===== config.mk =====
export PLATFORM = sky130hd
export DESIGN_NAME = sipo_rx
export DESIGN_NICKNAME = d
export VERILOG_FILES = /design/src/rtl/sipo_pkg.sv /design/src/rtl/sipo_out_slot.sv /design/src/rtl/sipo_rx.sv
export SDC_FILE = /design/constraint.sdc
export NUM_CORES = 1
export LEC_CHECK = 0
export CORE_MARGIN = 8
export CORE_UTILIZATION = 25
export DETAILED_ROUTE_END_ITERATION = 10
export PLACE_DENSITY = 0.49
export SYNTH_ARGS = -nofsm -noshare
export SYNTH_HDL_FRONTEND = slang
export SYNTH_SLANG_ARGS = --single-unit

===== constraint.sdc =====
create_clock -name clk -period 1.4 [get_ports clk]
set_input_delay 0.21 -clock clk [delete_from_list [all_inputs] [get_ports clk]]
set_output_delay 0.21 -clock clk [all_outputs]
set_load 0.005 [all_outputs]

===== src/rtl/sipo_pkg.sv =====
// Shared definitions for the serial receive path (matches the PISO transmit side).
package sipo_pkg;

    // Default word length, shared with the 4-bit serializer.
    localparam int unsigned SIPO_WIDTH = 4;

    // The serializer shifts right and emits the LSB first.
    localparam bit LSB_FIRST = 1'b1;

    // Receiver framing state: no partial word, or a partial word in progress.
    typedef enum logic {
        IDLE  = 1'b0,
        SHIFT = 1'b1
    } rx_state_t;

endpackage


===== src/rtl/sipo_out_slot.sv =====
// Single-entry output register with valid/ready handshake and overrun detection.
// A loaded word is held stable until accepted; a load arriving while the slot is
// occupied and not being drained is dropped and reported with a one-cycle pulse.
module sipo_out_slot #(
    parameter int unsigned WIDTH = 4
) (
    input  logic             clk_i,
    input  logic             reset_i,
    input  logic             load_i,
    input  logic [WIDTH-1:0] data_i,
    input  logic             ready_i,
    output logic [WIDTH-1:0] data_o,
    output logic             valid_o,
    output logic             overrun_o
);

    logic [WIDTH-1:0] data_q, data_d;
    logic             valid_q, valid_d;
    logic             overrun_q, overrun_d;
    logic             free;

    // Next slot contents: accept a new word if empty or draining this cycle.
    always_comb begin
        data_d    = data_q;
        valid_d   = valid_q;
        overrun_d = 1'b0;
        free      = ~valid_q | ready_i;
        if (load_i && free) begin
            data_d  = data_i;
            valid_d = 1'b1;
        end else begin
            if (load_i) begin
                overrun_d = 1'b1;
            end
            if (valid_q && ready_i) begin
                valid_d = 1'b0;
            end
        end
    end

    // Slot registers with synchronous reset.
    always_ff @(posedge clk_i) begin
        if (reset_i) begin
            data_q    <= '0;
            valid_q   <= 1'b0;
            overrun_q <= 1'b0;
        end else begin
            data_q    <= data_d;
            valid_q   <= valid_d;
            overrun_q <= overrun_d;
        end
    end

    assign data_o    = data_q;
    assign valid_o   = valid_q;
    assign overrun_o = overrun_q;

endmodule


===== src/rtl/sipo_rx.sv =====
// Serial-in/parallel-out receiver: assembles WIDTH qualified serial bits (LSB
// first) into a word and hands it to a single-entry valid/ready output slot.
module sipo_rx
    import sipo_pkg::*;
#(
    parameter int unsigned WIDTH = SIPO_WIDTH,
    parameter int unsigned CNT_W = $clog2(WIDTH)
) (
    input  logic             clk,
    input  logic             reset,
    input  logic             si,
    input  logic             si_valid,
    input  logic             clear,
    output logic [WIDTH-1:0] po,
    output logic             po_valid,
    input  logic             po_ready,
    output logic             busy,
    output logic [CNT_W-1:0] bit_cnt,
    output logic             overrun
);

    localparam logic [CNT_W-1:0] LAST_BIT = CNT_W'(WIDTH - 1);

    rx_state_t        state_q, state_d;
    logic [CNT_W-1:0] cnt_q, cnt_d;
    logic [WIDTH-1:0] shreg_q, shreg_d;
    logic [WIDTH-1:0] word;
    logic             word_done;

    // Incoming bit lands at the MSB end so the first bit ends up in the LSB.
    assign word = LSB_FIRST ? {si, shreg_q[WIDTH-1:1]} : {shreg_q[WIDTH-2:0], si};

    // Framing: clear beats a same-cycle bit; the last bit wraps the counter.
    always_comb begin
        state_d   = state_q;
        cnt_d     = cnt_q;
        shreg_d   = shreg_q;
        word_done = 1'b0;
        if (clear) begin
            state_d = IDLE;
            cnt_d   = '0;
            shreg_d = '0;
        end else if (si_valid) begin
            shreg_d = word;
            if (cnt_q == LAST_BIT) begin
                state_d   = IDLE;
                cnt_d     = '0;
                word_done = 1'b1;
            end else begin
                state_d = SHIFT;
                cnt_d   = cnt_q + CNT_W'(1);
            end
        end
    end

    // Shift register, bit counter and state with synchronous reset.
    always_ff @(posedge clk) begin
        if (reset) begin
            state_q <= IDLE;
            cnt_q   <= '0;
            shreg_q <= '0;
        end else begin
            state_q <= state_d;
            cnt_q   <= cnt_d;
            shreg_q <= shreg_d;
        end
    end

    assign busy    = (state_q == SHIFT);
    assign bit_cnt = cnt_q;

    sipo_out_slot #(
        .WIDTH (WIDTH)
    ) u_slot (
        .clk_i     (clk),
        .reset_i   (reset),
        .load_i    (word_done),
        .data_i    (word),
        .ready_i   (po_ready),
        .data_o    (po),
        .valid_o   (po_valid),
        .overrun_o (overrun)
    );

endmodule


==> results.txt <==
status: complete, no violations
pwr/cell area: 856 nW/µm²
register area share after synthesis: 48.2%
IO Pins: 15
Overall Power: 609 µW
Post-synth ARST share: 0%
Crit Path Class: reg2out
Critical Path RT: 1.19 ns
share of Yosys cell area claimed by the top area cell type: 48.2%
overflow left after global routing: 0
Yosys warning count: 0
share of cells above drive strength 1: 15.2%
die width: 60.6 µm
worst slew pin tran: 0.302 ns
hold path start: u_slot.data_o[3]$_SDFFE_PP0P_
Place WS: -0.0229 ns
R2R Setup Slk: 0.16 ns
clock sink count: 12
vias per cell: 3.92
via count: 365
Setup crit start kind: flop
most frequent cell after synthesis: dfxtp_1
CP Capture Type: output port
Starting Density: 25.9%
Comb power frac: 8.9%
RR Endpoint: u_slot.data_o[2]$_SDFFE_PP0P_
Core Util, Final: 37.0%
delay-heaviest family, CP: buffers and inverters
Final ANT Viol Nets: 0
Setup Skew: 0.000909 ns
synth top area cells: dfxtp_1 (48%), mux2i_1 (18%), nand2b_1 (11%)
Core Area: 1920 µm²
Worst-Skew Late Latency: 0.26 ns
clock power share: 33.7%
Clock Tree Buf Depth: 2
worst setup margin: 0.0603 ns
part of the power in registers: 57.4%
ys flop type: dfxtp_1
Clock Pin Slew Worst Setup and Hold Paths: 0.07 ns
Net Switching: 130 µW
Max-Cap Viols: 0
number of global-route vias before repair: 400
worst hold path class: reg2reg
cell taking the most area after synthesis: dfxtp_1
DRC Markers: 0
initial antenna violation count: 0
first-pass GRT wire length: 1720 µm
Synth cell types: 13
Worst path max stage delay: 0.51 ns
final setup fails: 0
switching share of total power: 21.3%
Worst IR Drop VDD: 0.454 mV
Clock Tree Root: clkbuf_4
Pint: 479 µW
Post-synth top cells: dfxtp_1 (12), mux2i_1 (9), nand2b_1 (9), nor2_1 (8)
worst path arrival time: 1.13 ns
fin cells: 93
NumNets Final: 75
CTS tree: built
1st-iter DRT viols: 2
flops & latches, synth: 12
reg2reg start: bit_cnt[1]$_SDFFE_PP0P_
first-pass iteration count of the detailed router: 3
hold depth: 2
Max Fclk: 0.746 GHz
worst reg2reg path depth: 4
pin count of the biggest net entering global routing: 8
Placed Cells incl. Taps: 90
Syn Nets: 54
Worst slew margin: 79.9%
cell count after synthesis: 47
Post-DP HPWL: 777 µm
endpoints failing hold: 0
CP Max Fanout: 3
n_diodes: 0
period utilisation layout: 95.7%
Final Critical Period: 1.34 ns
Post-synth EDFFs: 0
GRT Total Usage: 6.27%
Die Y: 60.6 µm
mean routed wirelength per cell: 10.4 µm
Final Slew Violations: 0
area grow syn2layout: 42.7%
H-tree Lvls: 1
DIE AREA: 3680 µm²
CP cell instances: clkdlybuf4s50_1
Worst Hold End: u_slot.data_o[3]$_SDFFE_PP0P_
site row count: 16
total wire length: 964 µm
Num CTS Buffers: 3
GP Congestion: 0.635
syn avg cell area: 10.6 µm²
Post-Syn Area: 498 µm²
Crit-path slowest cell: clkdlybuf4s50_1
RSZ-0062 raised after global routing: no
Crit path buffers/inverters: 1
Worst path depth: 1
count of input and output buffers: 14
Leak: 0.000266 µW
cell type report:
| type | instances | area (µm²) |
|---|---|---|
| flip-flops and latches | 12 | 241 |
| repair buffers | 18 | 170 |
| multi-input cells | 33 | 243 |
| fillers | 207 | 1210 |
| well taps | 27 | 33.8 |
| clock buffers | 3 | 22.5 |
through the flow:
step,hold slack (ns),instance area [µm²],TNS (ns)
after floorplan,0.282,498,0
final,0.476,711,0
after detailed placement,0.463,687,-0.0473
after global placement,0.464,687,-0.0503
after CTS,0.483,709,0
after global routing,0.500,711,0
how the worst max path moves through the flow:
| stage | endpoint | startpoint | slack, ns |
|---|---|---|---|
| after global placement | u_slot.data_o[3]$_SDFFE_PP0P_ | si_valid | -0.05 |
| final | bit_cnt[1] | bit_cnt[1]$_SDFFE_PP0P_ | 0.06 |
| after floorplan | u_slot.data_o[0]$_SDFFE_PP0P_ | bit_cnt[0]$_SDFFE_PP0P_ | 0.21 |
| after global routing | bit_cnt[1] | bit_cnt[1]$_SDFFE_PP0P_ | 0.002 |
| after detailed placement | u_slot.data_o[3]$_SDFFE_PP0P_ | si_valid | -0.02 |
| after CTS | bit_cnt[0] | bit_cnt[0]$_SDFFE_PP0P_ | 0.01 |
what timing repair did:
item	CTS	global route
hold buffers	0	0
setup buffers	0	0
resized for setup	0	1
endpoints found under the setup margin	0	1
flip-flops by register name, indices dropped and copies added, names as in the netlist:
name              cells
u_slot.overrun_o      1
shreg_q               3
u_slot.data_o         4
bit_cnt               2
u_slot.valid_o        1
busy                  1
cell usage in the layout (no fill, tap or decap), drive strengths merged, types with 3 or more instances in the layout:
cell type | synthesis | routed
clkdlybuf4s50 | 0 | 14
dfxtp | 12 | 12
mux2i | 9 | 9
nor2 | 8 | 8
nand2b | 9 | 9
buf | 1 | 4
clkbuf | 1 | 3
worst min-delay path: stages (launching register included):
cell      delay, ns
dfxtp_1        0.31
nand2b_1       0.06
mux2i_1        0.06
layer usage:
metal	up-vias	track usage, %	wire length, µm
met5	-	0	0
met4	0	4.98	26
met3	4	2.33	69
met2	10	9.50	419
met1	158	6.88	449
li1	193	-	-
cell families after synthesis:
| kind of cell | after synthesis | synth area share [%] |
|---|---|---|
| adders and majority gates | 1 | 2.51 |
| muxes | 9 | 18.1 |
| DFF | 12 | 48.2 |
| buffers and inverters | 2 | 3.01 |
| AOI/OAI and AO/OA | 2 | 2.51 |
| and+or+nand+nor | 21 | 25.6 |
power groups by stage:
stage                     logic (µW)  clock network (µW)  registers, µW
after global routing            59.6                 234            350
after floorplan                 25.7                   0            357
after detailed placement        55.3                   0            357
after CTS                       55.5                 216            349
after global placement          55.0                   0            357
final                           54.3                 205            349
Power figures use the tool's default switching activity.
